**src/rtl/mem_pkg.sv**
```systemverilog
// Shared types and lane helpers for the MEM-stage data-memory access path.
package mem_pkg;

    typedef enum logic [1:0] {
        MEM_B = 2'b00,
        MEM_H = 2'b01,
        MEM_W = 2'b10
    } mem_size_t;

    typedef enum logic [1:0] {
        MAU_IDLE = 2'b00,
        MAU_BUSY = 2'b01,
        MAU_DONE = 2'b10
    } mau_state_t;

    // The reserved encoding behaves exactly like a word access.
    function automatic logic [1:0] norm_size(input logic [1:0] size);
        return (size == 2'b11) ? MEM_W : size;
    endfunction

    function automatic logic [3:0] lane_be(input logic [1:0] size, input logic [1:0] offset);
        logic [3:0] be;
        case (size)
            MEM_B:   be = 4'b0001 << offset;
            MEM_H:   be = 4'b0011 << offset;
            default: be = 4'b1111;
        endcase
        return be;
    endfunction

    function automatic logic is_misaligned(input logic [1:0] size, input logic [1:0] offset);
        logic bad;
        case (size)
            MEM_B:   bad = 1'b0;
            MEM_H:   bad = offset[0];
            default: bad = (offset != 2'b00);
        endcase
        return bad;
    endfunction

endpackage

```
**src/rtl/load_store_align.sv**
```systemverilog
// Combinational lane steering: byte enables and replicated store data on the way out,
// lane extraction and sign/zero extension of the read word on the way back.
module load_store_align
    import mem_pkg::*;
(
    input  logic [1:0]  size,
    input  logic [1:0]  offset,
    input  logic        is_unsigned,
    input  logic [31:0] store_data,
    input  logic [31:0] rdata,
    output logic [3:0]  be,
    output logic [31:0] wdata,
    output logic [31:0] load_word,
    output logic        misaligned
);

    logic [1:0]  eff_size;
    logic [31:0] shifted;

    always_comb begin
        eff_size   = norm_size(size);
        be         = lane_be(eff_size, offset);
        misaligned = is_misaligned(eff_size, offset);
        shifted    = rdata >> {offset, 3'b000};
        wdata      = store_data;
        load_word  = rdata;
        case (eff_size)
            MEM_B: begin
                wdata     = {4{store_data[7:0]}};
                load_word = is_unsigned ? {24'b0, shifted[7:0]}
                                        : {{24{shifted[7]}}, shifted[7:0]};
            end
            MEM_H: begin
                wdata     = {2{store_data[15:0]}};
                load_word = is_unsigned ? {16'b0, shifted[15:0]}
                                        : {{16{shifted[15]}}, shifted[15:0]};
            end
            default: begin
                wdata     = store_data;
                load_word = rdata;
            end
        endcase
    end

endmodule

```
**src/rtl/mem_access_unit.sv**
```systemverilog
// MEM-stage access engine: turns an EX/MEM load/store into one handshaked RAM transaction,
// stalling the pipeline until the RAM acknowledges or the wait times out.
module mem_access_unit
    import mem_pkg::*;
#(
    parameter int TIMEOUT_CYCLES = 16,
    parameter int ADDR_W         = 32
)(
    input  logic              clk,
    input  logic              rst,
    input  logic              MemRead_ex_mem,
    input  logic              MemWrite_ex_mem,
    input  logic [1:0]        mem_size_ex_mem,
    input  logic              mem_unsigned_ex_mem,
    input  logic [31:0]       alu_out_ex_mem,
    input  logic [31:0]       store_data_ex_mem,
    output logic              ram_req,
    output logic              ram_we,
    output logic [ADDR_W-1:0] ram_addr,
    output logic [31:0]       ram_wdata,
    output logic [3:0]        ram_be,
    input  logic              ram_ack,
    input  logic [31:0]       ram_rdata,
    output logic [31:0]       ram_read_data_mem,
    output logic              mem_stall,
    output logic              addr_err,
    output logic              bus_err
);

    localparam int CNT_W = (TIMEOUT_CYCLES > 1) ? $clog2(TIMEOUT_CYCLES) : 1;

    mau_state_t  state, next_state;
    logic [CNT_W-1:0] wait_cnt;
    logic [1:0]  req_size;
    logic [1:0]  req_offset;
    logic        req_unsigned;

    logic        access;
    logic        timeout;
    logic [1:0]  align_size;
    logic [1:0]  align_offset;
    logic        align_unsigned;
    logic [3:0]  align_be;
    logic [31:0] align_wdata;
    logic [31:0] align_load;
    logic        align_misaligned;

    assign access  = MemRead_ex_mem | MemWrite_ex_mem;
    assign timeout = (wait_cnt == CNT_W'(TIMEOUT_CYCLES - 1));

    // While waiting on the RAM, extraction uses the attributes latched at accept time.
    assign align_size     = (state == MAU_IDLE) ? mem_size_ex_mem     : req_size;
    assign align_offset   = (state == MAU_IDLE) ? alu_out_ex_mem[1:0] : req_offset;
    assign align_unsigned = (state == MAU_IDLE) ? mem_unsigned_ex_mem : req_unsigned;

    load_store_align u_align (
        .size        (align_size),
        .offset      (align_offset),
        .is_unsigned (align_unsigned),
        .store_data  (store_data_ex_mem),
        .rdata       (ram_rdata),
        .be          (align_be),
        .wdata       (align_wdata),
        .load_word   (align_load),
        .misaligned  (align_misaligned)
    );

    always_ff @(posedge clk or posedge rst) begin
        if (rst) state <= MAU_IDLE;
        else     state <= next_state;
    end

    always_comb begin
        next_state = state;
        mem_stall  = 1'b0;
        case (state)
            MAU_IDLE: begin
                if (access && !align_misaligned) begin
                    mem_stall  = 1'b1;
                    next_state = MAU_BUSY;
                end
            end
            MAU_BUSY: begin
                mem_stall = 1'b1;
                if (ram_ack || timeout) next_state = MAU_DONE;
            end
            MAU_DONE: next_state = MAU_IDLE;
            default:  next_state = MAU_IDLE;
        endcase
    end

    // Request fields stay frozen from accept until ack/timeout; error flags are single-cycle pulses.
    always_ff @(posedge clk or posedge rst) begin
        if (rst) begin
            ram_req           <= 1'b0;
            ram_we            <= 1'b0;
            ram_addr          <= '0;
            ram_wdata         <= '0;
            ram_be            <= '0;
            ram_read_data_mem <= '0;
            addr_err          <= 1'b0;
            bus_err           <= 1'b0;
            wait_cnt          <= '0;
            req_size          <= '0;
            req_offset        <= '0;
            req_unsigned      <= 1'b0;
        end else begin
            addr_err <= 1'b0;
            bus_err  <= 1'b0;
            case (state)
                MAU_IDLE: begin
                    if (access) begin
                        if (align_misaligned) begin
                            addr_err          <= 1'b1;
                            ram_read_data_mem <= '0;
                        end else begin
                            ram_req      <= 1'b1;
                            ram_we       <= MemWrite_ex_mem;
                            ram_addr     <= {alu_out_ex_mem[ADDR_W-1:2], 2'b00};
                            ram_be       <= align_be;
                            ram_wdata    <= align_wdata;
                            wait_cnt     <= '0;
                            req_size     <= mem_size_ex_mem;
                            req_offset   <= alu_out_ex_mem[1:0];
                            req_unsigned <= mem_unsigned_ex_mem;
                        end
                    end
                end
                MAU_BUSY: begin
                    if (ram_ack) begin
                        ram_req <= 1'b0;
                        if (!ram_we) ram_read_data_mem <= align_load;
                    end else if (timeout) begin
                        ram_req           <= 1'b0;
                        bus_err           <= 1'b1;
                        ram_read_data_mem <= '0;
                    end else begin
                        wait_cnt <= wait_cnt + CNT_W'(1);
                    end
                end
                default: ;
            endcase
        end
    end

endmodule

```
**config.mk**
```make
export PLATFORM = sky130hd
export DESIGN_NAME = mem_access_unit
export DESIGN_NICKNAME = d
export VERILOG_FILES = /design/src/rtl/mem_pkg.sv /design/src/rtl/load_store_align.sv /design/src/rtl/mem_access_unit.sv
export SDC_FILE = /design/constraint.sdc
export NUM_CORES = 1
export LEC_CHECK = 0
export CAP_MARGIN = 30
export CORE_MARGIN = 4
export CORE_UTILIZATION = 49
export DETAILED_ROUTE_END_ITERATION = 10
export HOLD_SLACK_MARGIN = 0.1
export PLACE_DENSITY = 0.9
export SLEW_MARGIN = 40
export SYNTH_ARGS = -nofsm -noshare
export SYNTH_HDL_FRONTEND = slang
export SYNTH_SLANG_ARGS = --single-unit
```
**constraint.sdc**
```tcl
create_clock -name clk -period 5.4 [get_ports clk]
set_clock_uncertainty 0.2 [all_clocks]
set_input_delay 0.81 -clock clk [delete_from_list [all_inputs] [get_ports clk]]
set_output_delay 0.81 -clock clk [all_outputs]
set_load 0.02 [all_outputs]
```
# After elaboration in Yosys (flattened, before gate mapping)
# Cells that the tools add are included.
# word_totals
output_inout_bits	105
in_bits	104
regBits	113
word_cells	81
# classes
add_sub_neg	1
shift	3
muxes	37
n_eq_ne	13
bitwise_logic	2
n_reduce_logical	12
# op_table
cell	n
32-bit two-way mux	7
32-bit case mux with 2 select lines	3
32-bit by 5-bit right shift with 16-bit output	1
4-bit two-way mux	4
4-bit case mux with 2 select lines	2
1-bit two-way mux	12
2-bit inequality test, second input constant	6
2-bit two-way mux	5
5-bit AND reduction	2
3-bit inequality test, second input constant	2
1-bit case mux with 2 select lines	3
4-bit by 1-bit adder with 4-bit output, second input constant	1
2-bit by 1-bit equality test with 1-bit output, second input constant	2
4-bit equality test, second input constant	1
2-bit zero test	2
2-bit case mux with 2 select lines	1
4-bit AND reduction	1
2-bit nonzero test	2
1-bit by 2-bit << shifter with 4-bit output, first input constant	1
2-bit by 2-bit << shifter with 4-bit output, first input constant	1
3-bit AND reduction	1
2-bit equality test, second input constant	1
2-bit by 1-bit inequality test with 1-bit output, second input constant	1
2-bit AND reduction	1
5 further kinds	5

# Longest topological paths before layout
# depth
ltp_word	10
depth_mapped	10
mapped_depth_nobuf	6

# Modules after synthesis
# From an unflattened synthesis, not the netlist that was laid out.
# unflattened
hier_cells	544
hier_area_um2	6098.3
# by_module_without_submodules
mod	instances	cells_per_inst	area_each_um2	seq_area_each_um2
mem_access_unit	1	349	4839.6	2827.7
load_store_align	1	195	1258.7	0.0

# Least setup slack after synthesis
# OpenSTA, ideal clock, no wires.
# synth_path
path_type	input to output
start	input port mem_size_ex_mem[1]
end	output port mem_stall
cell_stages	6
n_path_buf	2
required_time_ns	4.390
arrival_time_ns	2.311
slack_ns	2.079
cell_sequence	or3b_2 -> and2_1 -> clkbuf_1 -> buf_2 -> o211ai_1 -> a311oi_1
# synth_via
elab_chain_len	9
elab_cells_between_ends	10
classes_between	eq/ne (2); mux (5); reduce/logical (3)
# synth_lines
item	line	text
from (decl)	mem_access_unit.sv:13	input logic [1:0] mem_size_ex_mem,
2-bit two-way mux (*)	mem_access_unit.sv:52	assign align_size = (state == MAU_IDLE) ? mem_size_ex_mem : req_size;
2-bit equality test	mem_pkg.sv:18	return (size == 2'b11) ? MEM_W : size;
2-bit two-way mux (*)	mem_pkg.sv:18	
2-bit by 1-bit equality test with 1-bit output or 2-bit zero test (tied branches)	mem_pkg.sv:33	case (size)
1-bit case mux with 2 select lines (*)	mem_pkg.sv:33	
1-bit zero test (*)	mem_access_unit.sv:78	if (access && !align_misaligned) begin
1-bit logical AND (*)	mem_access_unit.sv:78	
1-bit two-way mux (*)	mem_access_unit.sv:78	
1-bit case mux with 2 select lines (*)	mem_access_unit.sv:76	case (state)
to (decl)	mem_access_unit.sv:25	output logic mem_stall,
# Every way passes the cells marked *; elsewhere a longest branch is shown, timed or not.

# Final worst setup path
# Same ends and word-level chain as after synthesis.

==> qor.txt <==
actual slew at the worst max-slew pin: 0.725 ns
final-layout fill cell count: 812
total number of clock tree sinks: 113
register-to-register setup slack: 2.59 ns
crit share post-route: 71.2%
LEAKAGE: 3.56 nW
status: finished clean
async set or reset register ratio after synthesis: 100%
TritonCTS clock tree: built
clock-pin slew of the registers on the worst-case setup and hold paths: 0.05 ns
synth unique cells: 60
Rows: 39
Residual DRC: 0
height of the die: 117 µm
Core Area: 11500 µm²
data arrival time of the critical path: 2.83 ns
Nets: 853
Detail Placement HPWL: 12900 µm
number of port buffers: 206
DR vias/cell: 5.87
number of synthesized flops with an enable pin: 0
Power Dens Cells: 625 nW/µm²
largest driver fanout on the critical path: 6
synthesis warning total: 0
Slew HR: 51.4%
overflow left after global routing: 0
total of flip-flops plus latches after synthesis: 113
Cell Area, Synth: 5820 µm²
total global routing track utilization: 27.0%
layout overhead on the synthesized area: 45.4%
first-pass GRT wire length: 28500 µm
number of global-route vias before repair: 5473
maximum number of pins on one net before global-route repair: 66
Wirelength per Cell: 20.1 µm
hold buffer count at cts: 0
Iter 0 DRT Violations: 564
main flop type after synthesis: sky130_fd_sc_hd__dfrtp_1
total power: 5.29 mW
layout cells sized above 1: 11.4%
Initial Utilization: 50.5%
Root Buffer Master: sky130_fd_sc_hd__clkbuf_16
Min-Delay Path Class: flop to flop
width of the die: 117 µm
Die Outline Area: 13700 µm²
Worst Hold Launch: ram_read_data_mem[6]$_DFFE_PP0P_
level count of the clock H-tree: 4
crit path capture type: primary output
antenna cell count: 0
Synth Instances: 555
synthesized area divided by synthesized cell count: 10.5 µm²
setup repair bufs after CTS: 0
number of routed nets with antenna violations: 0
number of top-level design ports: 209
final critical delay including setup and external delays: 3.84 ns
sequential-to-total area share from yosys stat: 48.6%
source of the worst register-to-register timing path: state[1]$_DFFE_PP0P_
Fin Hold WS: 0.283 ns
number of antenna violations at the first check in global routing: 0
clock latency at the later pin of the worst-skew pair: 0.41 ns
source of the critical timing path: mem_size_ex_mem[1]
Crit path required time: 4.39 ns
critical path type: primary input to primary output
Final GP Congestion: 0.935
max cap viols: 0
worst-case vdd ir drop: 0.358 mV
setup TNS after final layout: 0 ns
wirelength, routed: 18200 µm
final hold violation count: 0
post-cts repair resize count: 0
count of endpoints failing setup in the final report: 0
maximum clock insertion buffer count: 2
max-slew violations: 0
maximum achievable frequency: 260 MHz
number of buffers added by the clock tree synthesis step: 17
overall via count from detail_route: 5302
first-pass iteration count of the detailed router: 8
startpoint kind of the worst setup timing path: primary input
setup repair after global routing missed its margin: false
[sequential cells by signal (all words and copies together) (netlist names)]
register	flops
ram_addr	30
req_size	2
ram_req	1
ram_wdata	32
bus_err	1
wait_cnt	4
req_unsigned	1
addr_err	1
ram_be	4
state	2
ram_read_data_mem	32
req_offset	2
ram_we	1
[kinds of logic (layout without fill, tap and decap cells)]
logic type | count (synthesis) | count (layout) | synth area share (%)
other | 1 | 2 | 0.0644
AO/OA/AOI/OAI | 144 | 144 | 18.6
adder cells (fa/ha/maj) | 1 | 1 | 0.215
flip-flops | 113 | 113 | 48.6
AND/OR/NAND/NOR | 170 | 170 | 13.0
multiplexers | 77 | 77 | 14.4
buffers and inverters | 49 | 253 | 5.07
[path summary, 6_finish.rpt]
kind	end	cells after the start
hold / removal	ram_read_data_mem[6]$_DFFE_PP0P_	2
hold reg to reg	ram_read_data_mem[6]$_DFFE_PP0P_	2
min in group asynchronous	ram_read_data_mem[3]$_DFFE_PP0P_	3
setup / recovery	mem_stall	6
max in group asynchronous	ram_wdata[13]$_DFFE_PP0P_	3
setup reg to reg	ram_addr[21]$_DFFE_PP0P_	5
[layout by cell type, fill, tap and decap left out, types with 9 or more instances in the layout]
cell type | Yosys | layout
sky130_fd_sc_hd__clkbuf_16 | 0 | 17
sky130_fd_sc_hd__mux2_1 | 31 | 31
sky130_fd_sc_hd__nand2_1 | 85 | 85
sky130_fd_sc_hd__o21ai_0 | 26 | 26
sky130_fd_sc_hd__nor2_1 | 46 | 46
sky130_fd_sc_hd__mux2i_1 | 24 | 24
sky130_fd_sc_hd__mux2_2 | 21 | 21
sky130_fd_sc_hd__o21a_1 | 9 | 9
sky130_fd_sc_hd__a31oi_1 | 19 | 19
sky130_fd_sc_hd__a2bb2oi_1 | 23 | 23
sky130_fd_sc_hd__clkdlybuf4s50_1 | 0 | 206
sky130_fd_sc_hd__dfrtp_1 | 113 | 113
sky130_fd_sc_hd__a21oi_1 | 16 | 16
[worst max-delay path, cell delays in order]
cell and delay, ns:
sky130_fd_sc_hd__clkdlybuf4s50_1 0.57, sky130_fd_sc_hd__or3b_2 0.50, sky130_fd_sc_hd__and2_1 0.18, sky130_fd_sc_hd__o211ai_1 0.08, sky130_fd_sc_hd__a311oi_1 0.12, sky130_fd_sc_hd__clkdlybuf4s50_1 0.57
[metrics by stage]
step	std cells	cell area (µm²)	setup WS (ns)	utilization [%]
6_report	903	8460	1.56	73.5
5_1_grt	903	8460	1.47	73.5
4_1_cts	902	8450	1.57	73.3
3_5_place_dp	871	7870	1.57	68.4
3_3_place_gp	870	7850	1.60	68.2
2_1_floorplan	556	5820	1.40	-
[metal layers]
layer  vias up  global-route usage (%)  routed length [µm]
li1       2396                       -                   -
met1      2593                    33.4                7040
met2       268                    45.5                9140
met3        45                    7.56                1550
met4         0                    9.79                 455
met5         -                       0                   0
[where the power goes]
group / switching [mW] / total [mW] / internal [mW]
sequential: 0.265 / 1.48 / 1.22
combinational: 1.50 / 2.72 / 1.22
clock: 0.388 / 1.08 / 0.697
total: 2.15 / 5.29 / 3.14
[Yosys cell counts (3+ instances only)]
cell | instances | area share (%)
sky130_fd_sc_hd__o31ai_1 | 9 | 1.2
sky130_fd_sc_hd__mux2_2 | 21 | 4.1
sky130_fd_sc_hd__a22o_1 | 3 | 0.45
sky130_fd_sc_hd__o211ai_1 | 8 | 1.0
sky130_fd_sc_hd__nor3_1 | 5 | 0.43
sky130_fd_sc_hd__o21a_1 | 9 | 1.2
sky130_fd_sc_hd__buf_4 | 4 | 0.52
sky130_fd_sc_hd__a31oi_1 | 19 | 2.0
sky130_fd_sc_hd__a222oi_1 | 7 | 1.2
sky130_fd_sc_hd__o21ai_0 | 26 | 2.2
sky130_fd_sc_hd__nand3_1 | 8 | 0.69
sky130_fd_sc_hd__nand2_1 | 85 | 5.5
sky130_fd_sc_hd__and2_1 | 4 | 0.43
sky130_fd_sc_hd__mux2i_1 | 24 | 4.1
sky130_fd_sc_hd__nor2_1 | 46 | 3.0
sky130_fd_sc_hd__a21oi_1 | 16 | 1.4
sky130_fd_sc_hd__buf_2 | 10 | 0.86
sky130_fd_sc_hd__buf_6 | 9 | 1.7
sky130_fd_sc_hd__inv_1 | 8 | 0.52
sky130_fd_sc_hd__mux2_1 | 31 | 6.0
sky130_fd_sc_hd__a2bb2oi_1 | 23 | 3.5
sky130_fd_sc_hd__a31oi_2 | 8 | 1.7
sky130_fd_sc_hd__dfrtp_1 | 113 | 49
sky130_fd_sc_hd__clkbuf_1 | 15 | 0.97
[area by class of cell]
type / count / area (µm²) / area share (%)
clock buffers: 21 / 460 / 5.44
clock inverters: 10 / 111 / 1.32
inverters: 8 / 32.5 / 0.385
multi-input cells: 394 / 2710 / 32.0
flip-flops and latches: 113 / 2830 / 33.4
well taps: 143 / 179 / 2.11
repair buffers: 214 / 2140 / 25.3
Note: power is estimated with default switching activity, not from simulation.
